[src/rtl/ysyx_lsu_pkg.sv]
// Shared types and constants for the load/store unit: FSM states, access sizes,
// AXI response codes and the alignment rule used by both request check and datapath.
package ysyx_lsu_pkg;

   localparam int XLEN = 32;

   typedef enum logic [2:0] {
      S_IDLE  = 3'd0,
      S_RADDR = 3'd1,
      S_RDATA = 3'd2,
      S_WADDR = 3'd3,
      S_WRESP = 3'd4,
      S_RESP  = 3'd5
   } lsu_state_e;

   // func3[1:0] is the access size, func3[2] selects zero extension on loads
   localparam logic [1:0] SZ_B = 2'b00;
   localparam logic [1:0] SZ_H = 2'b01;
   localparam logic [1:0] SZ_W = 2'b10;

   localparam logic [2:0] F3_B  = 3'b000;
   localparam logic [2:0] F3_H  = 3'b001;
   localparam logic [2:0] F3_W  = 3'b010;
   localparam logic [2:0] F3_BU = 3'b100;
   localparam logic [2:0] F3_HU = 3'b101;

   localparam logic [1:0] RESP_OKAY = 2'b00;

   function automatic logic is_misaligned(input logic [2:0] f3, input logic [1:0] a_lo);
      case (f3[1:0])
         SZ_B:    return 1'b0;
         SZ_H:    return a_lo[0];
         default: return (a_lo != 2'b00);
      endcase
   endfunction

endpackage

[src/rtl/ysyx_lsu_align.sv]
// Byte-lane steering: store data replication and strobes, load extract and extend,
// plus the misalignment flag for an incoming request.
module ysyx_lsu_align
   import ysyx_lsu_pkg::*;
(
   input  logic [2:0]      func3,
   input  logic [1:0]      addr_lo,
   input  logic [XLEN-1:0] st_data,
   input  logic [XLEN-1:0] ld_raw,
   input  logic [2:0]      req_func3,
   input  logic [1:0]      req_addr_lo,
   output logic [3:0]      wstrb,
   output logic [XLEN-1:0] wdata,
   output logic [XLEN-1:0] ld_data,
   output logic            req_misalign
);

   logic [XLEN-1:0] ld_shift;

   always_comb begin
      ld_shift = ld_raw >> {addr_lo, 3'b000};
      wstrb    = 4'b1111;
      wdata    = st_data;
      ld_data  = ld_shift;
      case (func3[1:0])
         SZ_B: begin
            wstrb   = 4'b0001 << addr_lo;
            wdata   = {4{st_data[7:0]}};
            ld_data = func3[2] ? {24'b0, ld_shift[7:0]} : {{24{ld_shift[7]}}, ld_shift[7:0]};
         end
         SZ_H: begin
            wstrb   = 4'b0011 << addr_lo;
            wdata   = {2{st_data[15:0]}};
            ld_data = func3[2] ? {16'b0, ld_shift[15:0]} : {{16{ld_shift[15]}}, ld_shift[15:0]};
         end
         default: begin
            wstrb   = 4'b1111;
            wdata   = st_data;
            ld_data = ld_shift;
         end
      endcase
   end

   assign req_misalign = is_misaligned(req_func3, req_addr_lo);

endmodule

[src/rtl/ysyx_lsu.sv]
// Load/store unit: one outstanding load or store issued as an AXI4-Lite master,
// result or completion returned to execute as a single-cycle pulse.
module ysyx_lsu
   import ysyx_lsu_pkg::*;
#(
   parameter int BIT_W = XLEN
) (
   input  logic             clk,
   input  logic             rst,
   input  logic             exu_avalid,
   input  logic             exu_ren,
   input  logic             exu_wen,
   input  logic [2:0]       exu_func3,
   input  logic [BIT_W-1:0] exu_addr,
   input  logic [BIT_W-1:0] exu_wdata,
   output logic [BIT_W-1:0] exu_rdata,
   output logic             exu_rvalid,
   output logic             exu_wready,
   output logic             exu_fault,
   output logic [BIT_W-1:0] araddr,
   output logic             arvalid,
   input  logic             arready,
   input  logic [BIT_W-1:0] rdata,
   input  logic [1:0]       rresp,
   input  logic             rvalid,
   output logic             rready,
   output logic [BIT_W-1:0] awaddr,
   output logic             awvalid,
   input  logic             awready,
   output logic [BIT_W-1:0] wdata,
   output logic [3:0]       wstrb,
   output logic             wvalid,
   input  logic             wready,
   input  logic [1:0]       bresp,
   input  logic             bvalid,
   output logic             bready
);

   lsu_state_e       state_q, state_d;
   logic [BIT_W-1:0] addr_q, addr_d;
   logic [BIT_W-1:0] wdata_q, wdata_d;
   logic [BIT_W-1:0] rdata_q, rdata_d;
   logic [2:0]       func3_q, func3_d;
   logic             is_load_q, is_load_d;
   logic             fault_q, fault_d;
   logic             aw_done_q, aw_done_d;
   logic             w_done_q, w_done_d;

   logic [BIT_W-1:0] ld_data;
   logic             req_misalign;
   logic             aw_fire, w_fire;

   ysyx_lsu_align u_align (
      .func3       (func3_q),
      .addr_lo     (addr_q[1:0]),
      .st_data     (wdata_q),
      .ld_raw      (rdata),
      .req_func3   (exu_func3),
      .req_addr_lo (exu_addr[1:0]),
      .wstrb       (wstrb),
      .wdata       (wdata),
      .ld_data     (ld_data),
      .req_misalign(req_misalign)
   );

   always_ff @(posedge clk or negedge rst) begin
      if (!rst) begin
         state_q   <= S_IDLE;
         addr_q    <= '0;
         wdata_q   <= '0;
         rdata_q   <= '0;
         func3_q   <= '0;
         is_load_q <= 1'b0;
         fault_q   <= 1'b0;
         aw_done_q <= 1'b0;
         w_done_q  <= 1'b0;
      end else begin
         state_q   <= state_d;
         addr_q    <= addr_d;
         wdata_q   <= wdata_d;
         rdata_q   <= rdata_d;
         func3_q   <= func3_d;
         is_load_q <= is_load_d;
         fault_q   <= fault_d;
         aw_done_q <= aw_done_d;
         w_done_q  <= w_done_d;
      end
   end

   assign aw_fire = awvalid && awready;
   assign w_fire  = wvalid && wready;

   always_comb begin
      state_d   = state_q;
      addr_d    = addr_q;
      wdata_d   = wdata_q;
      rdata_d   = rdata_q;
      func3_d   = func3_q;
      is_load_d = is_load_q;
      fault_d   = fault_q;
      aw_done_d = aw_done_q;
      w_done_d  = w_done_q;
      case (state_q)
         S_IDLE: begin
            if (exu_avalid && (exu_ren || exu_wen)) begin
               addr_d    = exu_addr;
               func3_d   = exu_func3;
               is_load_d = exu_ren;
               aw_done_d = 1'b0;
               w_done_d  = 1'b0;
               if (exu_wen) wdata_d = exu_wdata;
               // misaligned requests never touch the bus
               if (req_misalign) begin
                  fault_d = 1'b1;
                  state_d = S_RESP;
               end else begin
                  fault_d = 1'b0;
                  state_d = exu_ren ? S_RADDR : S_WADDR;
               end
            end
         end
         S_RADDR: if (arready) state_d = S_RDATA;
         S_RDATA: begin
            if (rvalid) begin
               rdata_d = ld_data;
               fault_d = (rresp != RESP_OKAY);
               state_d = S_RESP;
            end
         end
         S_WADDR: begin
            aw_done_d = aw_done_q || aw_fire;
            w_done_d  = w_done_q || w_fire;
            if (aw_done_d && w_done_d) state_d = S_WRESP;
         end
         S_WRESP: begin
            if (bvalid) begin
               fault_d = (bresp != RESP_OKAY);
               state_d = S_RESP;
            end
         end
         S_RESP:  state_d = S_IDLE;
         default: state_d = S_IDLE;
      endcase
   end

   always_comb begin
      arvalid    = (state_q == S_RADDR);
      rready     = (state_q == S_RDATA);
      awvalid    = (state_q == S_WADDR) && !aw_done_q;
      wvalid     = (state_q == S_WADDR) && !w_done_q;
      bready     = (state_q == S_WRESP);
      exu_rvalid = (state_q == S_RESP) && is_load_q;
      exu_wready = (state_q == S_RESP) && !is_load_q;
      araddr     = {addr_q[BIT_W-1:2], 2'b00};
      awaddr     = {addr_q[BIT_W-1:2], 2'b00};
      exu_rdata  = rdata_q;
      exu_fault  = fault_q;
   end

endmodule

[config.mk]
export PLATFORM = sky130hd
export DESIGN_NAME = ysyx_lsu
export DESIGN_NICKNAME = d
export VERILOG_FILES = /design/src/rtl/ysyx_lsu_pkg.sv /design/src/rtl/ysyx_lsu_align.sv /design/src/rtl/ysyx_lsu.sv
export SDC_FILE = /design/constraint.sdc
export NUM_CORES = 1
export LEC_CHECK = 0
export CORE_MARGIN = 2
export CORE_UTILIZATION = 40
export CTS_BUF_LIST = sky130_fd_sc_hd__clkbuf_2 sky130_fd_sc_hd__clkbuf_4 sky130_fd_sc_hd__clkbuf_8
export DETAILED_ROUTE_END_ITERATION = 8
export PLACE_DENSITY = 0.88
export SETUP_SLACK_MARGIN = 0.15
export SYNTH_ARGS = -nofsm -noshare
export SYNTH_HDL_FRONTEND = slang
export SYNTH_SLANG_ARGS = --single-unit
[constraint.sdc]
create_clock -name clk -period 1.65 [get_ports clk]
set_input_delay 0.2475 -clock clk [delete_from_list [all_inputs] [get_ports clk]]
set_output_delay 0.2475 -clock clk [all_outputs]
set_load 0.02 [all_outputs]
==> flow_summary.json <==
{
  "rsz0062_at_grt": "true",
  "fin_crit_sh": 1.10,
  "r2r_end": "wdata_q[0]",
  "cts.sinks": 106,
  "synth.distinct_cells": 45,
  "grt_overflow": 0,
  "critPathMaxFanout": 8,
  "reg2reg_depth": 7,
  "period_needed_ps": 1810,
  "h-tree-depth": 3,
  "cts_tree": "done",
  "gp_congestion": 0.862,
  "p_clk_frac": 0.084,
  "pin_count": 253,
  "port_buffers": 248,
  "finalSetupTns_ps": -10190,
  "r2r_slack_ps": -130,
  "post_drt_wl_per_cell_um": 19.5,
  "place_ws_ps": -340,
  "timing.setup.critical_path_class": "reg2out",
  "p_sw_frac": 0.427,
  "root_buffer": "clkbuf_8",
  "synth_xor_area_frac": 0,
  "n_antenna_cell": 0,
  "final_cell_mix": "clkdlybuf4s50_1, dfrtp_1, dlygate4sd2_1",
  "syn_to_final_growth_pct": 71.6,
  "die_w_um": 125,
  "internal-power_mw": 11.8,
  "core_um2": 14400,
  "dp_hpwl_um": 11800,
  "cp.arrival_ps": 1570,
  "slew_violations": 0,
  "seq_area_frac_synth": 0.455,
  "endpoint_kind": "output port",
  "hold_class": "in2async",
  "peakVddDrop_mv": 1.43,
  "track_usage": 0.237,
  "drtIter0Drc": 216,
  "rr_startpoint": "state_q[1]",
  "syn_area_per_cell_um2": 10.9,
  "synth_fa_ha_area_frac": 0,
  "vias": 5083,
  "clkSlewWorstSetupHoldPaths_ps": 120,
  "synth_top_family_by_area": "multiplexers",
  "clock_path_buffers": 2,
  "clock_latency_ps": 390,
  "final_antenna_net_count": 0,
  "crit_path_start_kind": "flip-flop",
  "cts_buffers": 9,
  "p_switching_mw": 8.79,
  "initial_utilization": 0.405,
  "finalSetupViolations": 128,
  "fin_worst_skew_ps": 13.0,
  "cap_violations": 0,
  "rows": 44,
  "vias_per_cell": 5.17,
  "hold_viol": 0,
  "worstPathRequired_ps": 1400,
  "synth_area_um2": 5820,
  "p_per_area_nw_per_um2": 2060,
  "p_leak_nw": 4.70,
  "first_pass_iters": 4,
  "violations": "negative setup slack",
  "die_h_um": 125,
  "synth-simple-area-share": 0.107,
  "final_common_cell": "clkdlybuf4s50_1",
  "grt_pass1_vias": 5243,
  "synth_warnings": 0,
  "grt_max_degree": 55,
  "comb_power_share": 0.667,
  "clock.fmax_ghz": 0.551,
  "power_mw": 20.6,
  "grt_pass1_wl_um": 29000,
  "ys_ff_latch": 106,
  "synthMuxAreaShare": 0.226,
  "drcViolationCount": 0,
  "die_area_um2": 15500,
  "num-nets-final": 907,
  "antenna_found_initial": 0,
  "syn-instance-count": 534,
  "routed_wl_um": 19200,
  "drive_gt1_frac": 0.428,
  "outcome": "finished with violations",
  "layout_setup_ws_ps": -165,
  "synth_compound_area_frac": 0.0838,
  "seq_power_share": 0.249
}
## worst max-delay path by stage
stage | from | to | slack [ps] | depth (start not counted)
finish | func3_q[1] | wdata[25] | -160 | 4
global placement | exu_ren | wdata_q[3] | -300 | 6
CTS | func3_q[1] | wdata[19] | -130 | 3
floorplan | state_q[2] | addr_q[26] | 120 | 5
global route | func3_q[1] | wdata[25] | -200 | 4
detailed placement | exu_ren | wdata_q[10] | -340 | 6
## worst max-delay path, stage by stage (launching register included)
cell and delay (ps):
dfrtp_2 510, buf_8 180, buf_4 140, o21ai_2 200, buf_6 150
## area by class of cell
| cell class | count | area [µm²] |
|---|---|---|
| Sequential cell | 106 | 2660 |
| Tap cell | 184 | 230 |
| Multi-Input combinational cell | 326 | 3160 |
| Inverter | 3 | 11.3 |
| Clock buffer | 9 | 124 |
| Clock inverter | 7 | 77.6 |
| Timing Repair Buffer | 348 | 3730 |
| Fill cell | 1029 | 4370 |
## cells by family (layout without fill, tap and decap cells)
group / count (synthesis) / count (layout)
other: 1 / 4
AOI/OAI and AO/OA: 78 / 78
buffers and inverters: 106 / 367
muxes: 110 / 110
DFF: 106 / 106
and+or+nand+nor: 133 / 134
## synthesized netlist by cell type (all sizes together)
cell type	number	area share
mux2i	26	0.045
o31a	1	0.0030
o22ai	3	0.0032
nand3	18	0.015
nor4b	2	0.0030
buf	94	0.12
and3	1	0.0011
and4bb	1	0.0021
and2b	3	0.0043
nor2b	7	0.0075
a31oi	2	0.0021
or2	1	0.0011
o31ai	1	0.0013
clkbuf	9	0.0058
nand2	65	0.042
mux2	84	0.18
and2	2	0.0021
nor2	24	0.015
inv	3	0.0019
nand4bb	1	0.0019
conb	1	0.00064
nand3b	1	0.0013
o2111ai	1	0.0026
nor3	2	0.0026
a21oi	20	0.017
dfrtp	106	0.46
o21bai	2	0.0026
o221ai	1	0.0015
a211oi	8	0.011
or3b	2	0.0030
nand2b	2	0.0021
o21ai	30	0.026
o2bb2ai	8	0.012
and3b	1	0.0015
o21a	1	0.0013
## power groups by stage
stage          combinational, mW  sequential, mW  clock, mW
6_report                    13.7            5.12       1.73
5_1_grt                     14.5            5.29       1.84
2_1_floorplan               6.90            5.12          0
3_3_place_gp                11.1            4.93          0
4_1_cts                     12.6            5.00       1.75
3_5_place_dp                11.3            4.96          0
## layer usage
metal	part of all wire	wire (µm)	up-vias	track usage
met4	0.019	364	0	0.0826
met2	0.51	9820	229	0.406
met1	0.41	7790	2522	0.293
met3	0.064	1220	26	0.0546
met5	0	0	-	0
li1	-	-	2306	-
## per-stage QoR
stage	util	std cells	hold slack (ps)	area, µm²
after global routing	0.696	983	201	9990
after global placement	0.579	918	69.3	8310
after floorplan	-	537	-48.1	5860
after detailed placement	0.579	918	75.3	8310
after CTS	0.665	973	178	9560
final	0.696	983	208	9990
## what timing repair did
item | in CTS | in global routing
pin swaps | 18 | 20
gates cloned | 13 | 3
gates resized for setup | 469 | 74
hold buffers | 1 | 0
endpoints found under the hold margin | 106 | 0
buffers inserted | 25 | 7
setup endpoints to repair | 236 | 145
## registers in the layout (all words and copies together), names as in the netlist
signal and cells:
wdata_q 32, addr_q 32, exu_fault 1, is_load_q 1, state_q 3, exu_rdata 32
func3_q 3, aw_done_q 1, w_done_q 1
No activity file was read; power rests on OpenSTA's default activity.
